[config.mk]
export PLATFORM = sky130hd
export DESIGN_NAME = board_sweep_reader_flat
export DESIGN_NICKNAME = d
export VERILOG_FILES = /design/src/rtl/board_sweep_reader_if.sv /design/src/rtl/board_sweep_reader.sv /design/src/flat_wrapper.sv
export SDC_FILE = /design/constraint.sdc
export NUM_CORES = 1
export LEC_CHECK = 0
export ABC_AREA = 1
export BUFFER_PORTS_ARGS = -buffer_cell sky130_fd_sc_hd__buf_2
export CAP_MARGIN = 5
export CORE_AREA = 5 5 85 87
export CTS_CLUSTER_DIAMETER = 150
export CTS_CLUSTER_SIZE = 20
export DETAILED_ROUTE_END_ITERATION = 8
export DIE_AREA = 0 0 90 92
export PLACE_DENSITY = 0.79
export SYNTH_ARGS = -nofsm -noshare
export SYNTH_HDL_FRONTEND = slang
export SYNTH_SLANG_ARGS = --single-unit
[constraint.sdc]
create_clock -name clk -period 2.2 [get_ports clk]
set_input_delay 0.22 -clock clk [delete_from_list [all_inputs] [get_ports clk]]
set_output_delay 0.22 -clock clk [all_outputs]
set_load 0.03 [all_outputs]
[src/rtl/board_sweep_reader_if.sv]
// Read port shared by the placement and shot memories, plus the gameplay
// write-activity flag the sweep engine must yield to.
interface board_sweep_reader_if;
  logic [6:0] rd_addr;
  logic       place_oe;
  logic       shoot_oe;
  logic [1:0] place_rdata;
  logic [1:0] shoot_rdata;
  logic       wr_req;

  modport master (
    output rd_addr, place_oe, shoot_oe,
    input  place_rdata, shoot_rdata, wr_req
  );

  modport slave (
    input  rd_addr, place_oe, shoot_oe,
    output place_rdata, shoot_rdata, wr_req
  );
endinterface

[src/rtl/board_sweep_reader.sv]
// Sweeps both 100-cell boards, streams each cell pair with its address and
// publishes ships-left / hits / misses tallies plus game-over per sweep.
module board_sweep_reader #(
  parameter int unsigned CELLS = 100,
  parameter int unsigned CNT_W = 7
) (
  input  logic                    clk,
  input  logic                    reset,
  input  logic                    start,
  board_sweep_reader_if.master    mem,
  output logic                    cell_valid,
  output logic [6:0]              cell_addr,
  output logic [1:0]              cell_place,
  output logic [1:0]              cell_shoot,
  output logic                    busy,
  output logic                    done,
  output logic [CNT_W-1:0]        ships_left,
  output logic [CNT_W-1:0]        hits,
  output logic [CNT_W-1:0]        misses,
  output logic                    game_over
);

  typedef enum logic [1:0] {S_IDLE, S_SWEEP, S_DRAIN, S_DONE} state_t;

  localparam logic [6:0] LAST_ADDR = 7'(CELLS - 1);

  function automatic logic [CNT_W-1:0] sat_inc(input logic [CNT_W-1:0] v);
    return (v == '1) ? v : v + 1'b1;
  endfunction

  state_t             state_q, state_d;
  logic [6:0]         addr_q, addr_d;
  logic               pend_q, pend_d;
  logic [6:0]         pend_addr_q, pend_addr_d;
  logic               cell_valid_q, cell_valid_d;
  logic [6:0]         cell_addr_q, cell_addr_d;
  logic [1:0]         cell_place_q, cell_place_d;
  logic [1:0]         cell_shoot_q, cell_shoot_d;
  logic [CNT_W-1:0]   run_ships_q, run_ships_d;
  logic [CNT_W-1:0]   run_hits_q, run_hits_d;
  logic [CNT_W-1:0]   run_misses_q, run_misses_d;
  logic               ship_seen_q, ship_seen_d;
  logic               busy_q, busy_d;
  logic               done_q, done_d;
  logic [CNT_W-1:0]   ships_left_q, ships_left_d;
  logic [CNT_W-1:0]   hits_q, hits_d;
  logic [CNT_W-1:0]   misses_q, misses_d;
  logic               game_over_q, game_over_d;
  logic               issue;

  // oe must drop in the same cycle as wr_req, so it cannot be registered.
  assign issue        = (state_q == S_SWEEP) && !mem.wr_req;
  assign mem.place_oe = issue;
  assign mem.shoot_oe = issue;
  assign mem.rd_addr  = addr_q;

  always_comb begin
    state_d      = state_q;
    addr_d       = addr_q;
    pend_d       = 1'b0;
    pend_addr_d  = pend_addr_q;
    cell_valid_d = 1'b0;
    cell_addr_d  = cell_addr_q;
    cell_place_d = cell_place_q;
    cell_shoot_d = cell_shoot_q;
    run_ships_d  = run_ships_q;
    run_hits_d   = run_hits_q;
    run_misses_d = run_misses_q;
    ship_seen_d  = ship_seen_q;
    busy_d       = busy_q;
    done_d       = 1'b0;
    ships_left_d = ships_left_q;
    hits_d       = hits_q;
    misses_d     = misses_q;
    game_over_d  = game_over_q;

    if (pend_q) begin
      cell_valid_d = 1'b1;
      cell_addr_d  = pend_addr_q;
      cell_place_d = mem.place_rdata;
      cell_shoot_d = mem.shoot_rdata;
      if (mem.place_rdata != 2'b00) begin
        ship_seen_d = 1'b1;
        if (!mem.shoot_rdata[1]) run_ships_d = sat_inc(run_ships_q);
      end
      if (mem.shoot_rdata[1])        run_hits_d   = sat_inc(run_hits_q);
      if (mem.shoot_rdata == 2'b01)  run_misses_d = sat_inc(run_misses_q);
    end

    case (state_q)
      S_IDLE: begin
        if (start) begin
          state_d      = S_SWEEP;
          addr_d       = '0;
          run_ships_d  = '0;
          run_hits_d   = '0;
          run_misses_d = '0;
          ship_seen_d  = 1'b0;
          busy_d       = 1'b1;
        end
      end
      S_SWEEP: begin
        if (issue) begin
          pend_d      = 1'b1;
          pend_addr_d = addr_q;
          if (addr_q == LAST_ADDR) state_d = S_DRAIN;
          else                     addr_d  = addr_q + 7'd1;
        end
      end
      // Publishing from the DRAIN-cycle totals lets the new tallies appear
      // in the DONE cycle together with the done pulse.
      S_DRAIN: begin
        state_d      = S_DONE;
        done_d       = 1'b1;
        ships_left_d = run_ships_d;
        hits_d       = run_hits_d;
        misses_d     = run_misses_d;
        game_over_d  = ship_seen_d && (run_ships_d == '0);
      end
      S_DONE: begin
        state_d = S_IDLE;
        busy_d  = 1'b0;
      end
      default: state_d = S_IDLE;
    endcase
  end

  always_ff @(posedge clk or negedge reset) begin
    if (!reset) begin
      state_q      <= S_IDLE;
      addr_q       <= '0;
      pend_q       <= 1'b0;
      pend_addr_q  <= '0;
      cell_valid_q <= 1'b0;
      cell_addr_q  <= '0;
      cell_place_q <= '0;
      cell_shoot_q <= '0;
      run_ships_q  <= '0;
      run_hits_q   <= '0;
      run_misses_q <= '0;
      ship_seen_q  <= 1'b0;
      busy_q       <= 1'b0;
      done_q       <= 1'b0;
      ships_left_q <= '0;
      hits_q       <= '0;
      misses_q     <= '0;
      game_over_q  <= 1'b0;
    end else begin
      state_q      <= state_d;
      addr_q       <= addr_d;
      pend_q       <= pend_d;
      pend_addr_q  <= pend_addr_d;
      cell_valid_q <= cell_valid_d;
      cell_addr_q  <= cell_addr_d;
      cell_place_q <= cell_place_d;
      cell_shoot_q <= cell_shoot_d;
      run_ships_q  <= run_ships_d;
      run_hits_q   <= run_hits_d;
      run_misses_q <= run_misses_d;
      ship_seen_q  <= ship_seen_d;
      busy_q       <= busy_d;
      done_q       <= done_d;
      ships_left_q <= ships_left_d;
      hits_q       <= hits_d;
      misses_q     <= misses_d;
      game_over_q  <= game_over_d;
    end
  end

  assign cell_valid = cell_valid_q;
  assign cell_addr  = cell_addr_q;
  assign cell_place = cell_place_q;
  assign cell_shoot = cell_shoot_q;
  assign busy       = busy_q;
  assign done       = done_q;
  assign ships_left = ships_left_q;
  assign hits       = hits_q;
  assign misses     = misses_q;
  assign game_over  = game_over_q;

endmodule

[src/flat_wrapper.sv]
// flat-port wrapper written by rule: the top's interface ports become plain ports
module board_sweep_reader_flat 
#(
  parameter int unsigned CELLS = 100,
  parameter int unsigned CNT_W = 7
)
  (clk, reset, start, cell_valid, cell_addr, cell_place, cell_shoot, busy, done, ships_left, hits, misses, game_over, mem_rd_addr, mem_place_oe, mem_shoot_oe, mem_place_rdata, mem_shoot_rdata, mem_wr_req);
  board_sweep_reader_if mem_i ();
  input  logic clk;
  input  logic reset;
  input  logic start;
  output logic cell_valid;
  output logic [6:0] cell_addr;
  output logic [1:0] cell_place;
  output logic [1:0] cell_shoot;
  output logic busy;
  output logic done;
  output logic [CNT_W-1:0] ships_left;
  output logic [CNT_W-1:0] hits;
  output logic [CNT_W-1:0] misses;
  output logic game_over;
  output wire logic [$bits(mem_i.rd_addr)-1:0] mem_rd_addr;
  output wire logic [$bits(mem_i.place_oe)-1:0] mem_place_oe;
  output wire logic [$bits(mem_i.shoot_oe)-1:0] mem_shoot_oe;
  input wire logic [$bits(mem_i.place_rdata)-1:0] mem_place_rdata;
  input wire logic [$bits(mem_i.shoot_rdata)-1:0] mem_shoot_rdata;
  input wire logic [$bits(mem_i.wr_req)-1:0] mem_wr_req;
  assign mem_rd_addr = mem_i.rd_addr;
  assign mem_place_oe = mem_i.place_oe;
  assign mem_shoot_oe = mem_i.shoot_oe;
  assign mem_i.place_rdata = mem_place_rdata;
  assign mem_i.shoot_rdata = mem_shoot_rdata;
  assign mem_i.wr_req = mem_wr_req;
  board_sweep_reader #(.CELLS(CELLS), .CNT_W(CNT_W)) u_core (.clk(clk), .reset(reset), .start(start), .mem(mem_i), .cell_valid(cell_valid), .cell_addr(cell_addr), .cell_place(cell_place), .cell_shoot(cell_shoot), .busy(busy), .done(done), .ships_left(ships_left), .hits(hits), .misses(misses), .game_over(game_over));
endmodule
==> reports/results.ini, run 1 <==
[pwr]
p_per_area_mw_per_mm2=1150
vdd.ir_drop.worst_v=0.000764
power.total_mw=4.53
p_leak_nw=2.11

[sta]
max_freq_mhz=499
tns_ns=0
drv_slew=0
clock-skew-final_ns=0.00879
slew_headroom=0.633
tightest_slew_ns=0.548
timing.final.crit_share=0.911
timing.hold.ws_ns=0.136
rsz0062_at_grt=false
hold_viol=0
period_minus_slack_ns=2.00
finalSetupViolations=0

[floorplanning]
coreArea_mm2=0.00628
rows=29
num_io_pins=53
dieArea_mm2=0.00828
dieHeight_um=92
start_util=0.538
die_width_um=90

[layout]
final_cells=512
fin_util=0.626
nets=446
synthToLayoutAreaGrowth_pct=16.2
antennaDiodeCount=0
drive_gt1_frac=0.211

[clock_network]
cts.sinks=75
cts_max_path_buffers=2
clkTransAtPathRegs_ns=0.07
clkLatencyLatePin_ns=0.34
cts_made_buffers=9
cts_setup_buffers=0
htree_levels=3
clockRootBuffer=clkbuf_8
tritoncts=built

[placement]
place_inst=495
dp_hpwl_um=4800
io_buffer_count=52
gp_congestion=0.876

[synthesis]
yosysUniqueCellTypes=30
netlist_area_mm2=0.00338
synthCells=372
avgSynthCellArea_um2=9.08
ys_ff_latch=75
synth_nets=388
synth-async-reset-ratio=1.00
synth.largest_area_cell=dfrtp_1
synth-main-ff-cell=dfrtp_1
synth_top_cells_by_area=dfrtp_1 56%, nand2_1 10%, o21ai_0 5.3%
ys_warn_count=0
synth_top_area_share=0.555
yosysSeqAreaShare=0.555
synth-edff-count=0

[setup_path]
start_kind=register
critPathKind=register to output port
crit_required_ns=1.98
cp-end-kind=output port
cp_max_fo=15
slowest_stage=dfrtp_1
cp_data_arrival_time_ns=1.78
crit_chain=inv_1, ha_1, inv_2, or2_1, buf_4, inv_1, buf_2
max_stage_delay_ns=0.40
critical-path-top-delay-family=buffers and inverters
path_buf_inv=5
path_common_cell=inv_1

[run_status]
status=complete, no violations

[global_routing]
gr-total-overflow=0
grt_pass1_vias=2649
grt_max_degree=76
grt_pass1_wl_um=11600
grt_usage=0.171
antenna_found_initial=0

[min_path]
hold_class=input pin to register

[route]
totalWireLength_um=6600
dr.pass1.iters=4
routed_via_density=5.04
first_iter_violations=150
ant_nets=0
via_count=2580
drc=0
routedWlPerCell_um=12.9

[run]
maxCapViolCount=0

## synth_stat cells (all sizes together), types with 3 or more instances
cell type	count
clkbuf	8
dfrtp	75
o21ai	40
ha	8
xnor2	3
nor2	37
inv	42
nor3	4
a21oi	6
nand2	92
xor2	6
mux2	8
nand4	9
nand3	18
nand3b	3
buf	4
or2	3
## area by class of cell
cell class	count	area, um2
tap	77	96.3
clock buffer	12	145
clock inverter	4	50.0
inverter	43	161
multi-input combinational	242	1270
fill	534	2350
sequential	75	1880
timing repair buffer	59	328
## metal layers
| metal | global-route usage | vias to the layer above | part of all wire | wire length (um) |
|---|---|---|---|---|
| met1 | 0.202 | 1227 | 0.46 | 3020 |
| met3 | 0.0483 | 12 | 0.035 | 228 |
| met2 | 0.297 | 35 | 0.49 | 3230 |
| met4 | 0.0608 | 0 | 0.018 | 118 |
| met5 | 0 | - | 0 | 0 |
| li1 | - | 1306 | - | - |
## worst reg2reg max path, cell delays in order (launching register included)
cell and delay (ns):
dfrtp_1 0.40, inv_1 0.10, ha_1 0.20, inv_2 0.05
or2_1 0.22, o21ai_2 0.07, inv_2 0.05, nor3_4 0.47
nand4_1 0.14, o21ai_0 0.10
## flip-flops by register name, summed over array words and instances (netlist names), 2 cells and up
signal / cells
u_core.mem.rd_addr: 7
u_core.cell_place: 2
u_core.cell_addr: 7
u_core.run_hits_q: 7
u_core.pend_addr_q: 7
u_core.state_q: 2
u_core.hits: 7
u_core.run_ships_q: 7
u_core.misses: 7
u_core.run_misses_q: 7
u_core.ships_left: 7
u_core.cell_shoot: 2
## repair_timing
action                    in CTS  in global routing
hold endpoints to repair      75                  0
hold buffers                   1                  0
resized for setup              0                  0
## cells in the final DEF, fill, tap and decap left out, drive strengths merged
cell,instances
o21ai,40
mux2,8
nand4,9
ha,8
a21o,1
nor2,37
clkinv,2
nand3,18
xor2,6
bufinv,1
a21oi,6
dlygate4sd3,1
or2,3
a41oi,1
xnor2,3
clkinvlp,2
mux2i,1
and2,1
nand3b,3
nand2,92
dfrtp,75
clkbuf,12
inv,42
a31oi,1
buf,58
nor3,4
## path summary, 6_finish.rpt
path,from,endpoint,slack (ns),depth (start not counted)
setup / recovery,u_core.state_q[1]$_DFFE_PN0P_,mem_shoot_oe,0.20,7
hold / removal,mem_shoot_rdata[0],u_core.cell_shoot[0]$_DFFE_PN0P_,0.14,2
setup reg to reg,u_core.state_q[1]$_DFFE_PN0P_,u_core.mem.rd_addr[5]$_DFFE_PN0P_,0.31,9
hold reg to reg,u_core.hits[2]$_DFFE_PN0P_,u_core.hits[2]$_DFFE_PN0P_,0.48,2
max in group asynchronous,reset,u_core.hits[2]$_DFFE_PN0P_,1.46,3
min in group asynchronous,reset,u_core.cell_addr[1]$_DFFE_PN0P_,0.43,3
## per-stage QoR
step | instance area, um2 | setup WS, ns
finish | 3930 | 0.196
global route | 3930 | 0.0723
CTS | 3930 | 0.173
detailed placement | 3720 | 0.317
global placement | 3720 | 0.394
floorplan | 3380 | 0.244
## power breakdown
group / internal [mW] / switching (mW)
Clock: 0.554 / 0.491
Combinational: 0.488 / 1.12
Sequential: 1.69 / 0.188
Total: 2.73 / 1.80
## cell families after synthesis
group | count (synthesis) | synth area share
muxes | 9 | 0.0296
adders and majority gates | 8 | 0.0296
DFF | 75 | 0.555
buffers and inverters | 55 | 0.0689
xor gates and xnor gates | 9 | 0.0233
and+or+nand+nor | 167 | 0.213
AOI/OAI and AO/OA | 49 | 0.0803
Note: power is estimated with default switching activity, not from simulation.
==> run 2: changes to the inputs <==
- CORE_AREA: 5 5 85 87 -> 3 3 83 85
- DIE_AREA: 0 0 90 92 -> 0 0 86 88
==> run 2 against run 1 <==
Against the previous run: non-clock buffer count did not move; flip-flop and latch count unchanged; cell count unchanged; clock power hardly changed; wire length rose by 5.0%; worst setup slack lost 0.021 ns; critical path type unchanged.
==> reports/results.ini, run 2 (synthesis results as in run 1) <==
[run_status]
status=complete, no violations

[pwr]
p_per_area_mw_per_mm2=1160
power.total_mw=4.57
p_clk_frac=0.237
switchingPower_mw=1.81
vdd.ir_drop.worst_v=0.000875
swShare=0.397
p_leak_nw=2.12
pwr-share-comb=0.352
p_seq_frac=0.411
p_int_mw=2.76

[sta]
slew_headroom=0.616
finalSetupViolations=0
timing.final.crit_share=0.920
tns_ns=0
max_freq_mhz=494
worst_slack_ns=0.175
timing.hold.ws_ns=0.149
period_minus_slack_ns=2.02
rsz0062_at_grt=false
hold_viol=0
tightest_slew_ns=0.574
clock-skew-final_ns=0.00896
drv_slew=0

[placement]
gp_congestion=0.881
place_inst=495
pre_cts_ws_ns=0.213
io_buffer_count=52
placed_cell_area_mm2=0.00372
dp_hpwl_um=4940

[min_path]
holdPathEnd=u_core.cell_shoot[0]$_DFFE_PN0P_
hold_class=input pin to register
min_path_cells=2
min_from=mem_shoot_rdata[0]

[layout]
antennaDiodeCount=0
final_cells=512
nets=446
final_common_cell=nand2_1
final_cell_mix=92 x nand2_1, 75 x dfrtp_1, 52 x buf_2
fin_area_mm2=0.00394
n_fill_cell=536
fin_util=0.627
drive_gt1_frac=0.214
synthToLayoutAreaGrowth_pct=16.5

[route]
routed_via_density=5.16
via_count=2640
dr.pass1.iters=4
first_iter_violations=159
drc=0
ant_nets=0
totalWireLength_um=6930
routedWlPerCell_um=13.5

[clock_network]
clkLatencyLatePin_ns=0.34
cts_resized=0
clockRootBuffer=clkbuf_8
cts_max_path_buffers=2
cts_setup_buffers=0
tritoncts=built
clkTransAtPathRegs_ns=0.08
cts.sinks=75
htree_levels=3
cts_made_buffers=9

[floorplanning]
dieHeight_um=88
coreArea_mm2=0.00628
num_io_pins=53
dieArea_mm2=0.00757
rows=29
start_util=0.538
die_width_um=86

[setup_path]
rr_startpoint=u_core.state_q[1]$_DFFE_PN0P_
reg2reg_slack_ns=0.21
cp_max_fo=15
rr_worst_depth=9
regToRegEndpoint=u_core.mem.rd_addr[4]$_DFFE_PN0P_
start_kind=register
crit_required_ns=1.98
cp-end-kind=output port
cp_data_arrival_time_ns=1.80
critPathKind=register to output port

[run]
maxCapViolCount=0

[global_routing]
antenna_found_initial=0
grt_max_degree=76
grt_usage=0.201
grt_pass1_vias=2638
gr-total-overflow=0
grt_pass1_wl_um=11900

-- run 2: layer usage --
layer,part of all wire,GRT usage,up-vias
met5,0,0,-
met4,0.025,0.0921,0
met3,0.039,0.0395,16
met2,0.49,0.329,61
met1,0.44,0.258,1261
li1,-,-,1302
-- run 2: timing repair --
action / 4_1_cts / 5_1_grt
hold buffers: 1 / 0
endpoints found under the hold margin: 75 / 0
setup endpoints to repair: 0 / 0
-- run 2: layout make-up --
class | count | area [um2] | share of cell area
clock buffers | 12 | 155 | 0.0394
flip-flops and latches | 75 | 1880 | 0.477
repair buffers | 59 | 328 | 0.0833
multi-input cells | 242 | 1270 | 0.323
inverters | 43 | 161 | 0.0410
well taps | 77 | 96.3 | 0.0245
clock inverters | 4 | 48.8 | 0.0124
-- run 2: power groups by stage --
stage	Combinational [mW]	Clock, mW	Sequential, mW
floorplan	0.839	0	2.24
global placement	1.57	0	1.89
detailed placement	1.62	0	1.90
CTS	1.63	1.10	1.88
global route	1.80	1.16	1.92
finish	1.61	1.08	1.88
-- run 2: how the worst max path moves through the flow --
| stage | from | to | slack [ns] | depth (start not counted) |
|---|---|---|---|---|
| 2_1_floorplan | u_core.state_q[1]$_DFFE_PN0P_ | mem_shoot_oe | 0.24 | 9 |
| 3_3_place_gp | u_core.state_q[1]$_DFFE_PN0P_ | u_core.mem.rd_addr[4]$_DFFE_PN0P_ | 0.39 | 9 |
| 3_5_place_dp | u_core.state_q[1]$_DFFE_PN0P_ | u_core.mem.rd_addr[4]$_DFFE_PN0P_ | 0.21 | 9 |
| 4_1_cts | u_core.state_q[1]$_DFFE_PN0P_ | mem_shoot_oe | 0.16 | 7 |
| 5_1_grt | u_core.state_q[1]$_DFFE_PN0P_ | mem_place_oe | 0.03 | 7 |
| 6_report | u_core.state_q[1]$_DFFE_PN0P_ | mem_shoot_oe | 0.18 | 7 |
-- run 2: critical path, cell delays in order (launching register included) --
cell,delay (ns)
dfrtp_1,0.40
inv_1,0.11
ha_1,0.19
inv_2,0.05
or2_1,0.23
buf_4,0.19
inv_1,0.08
buf_2,0.20
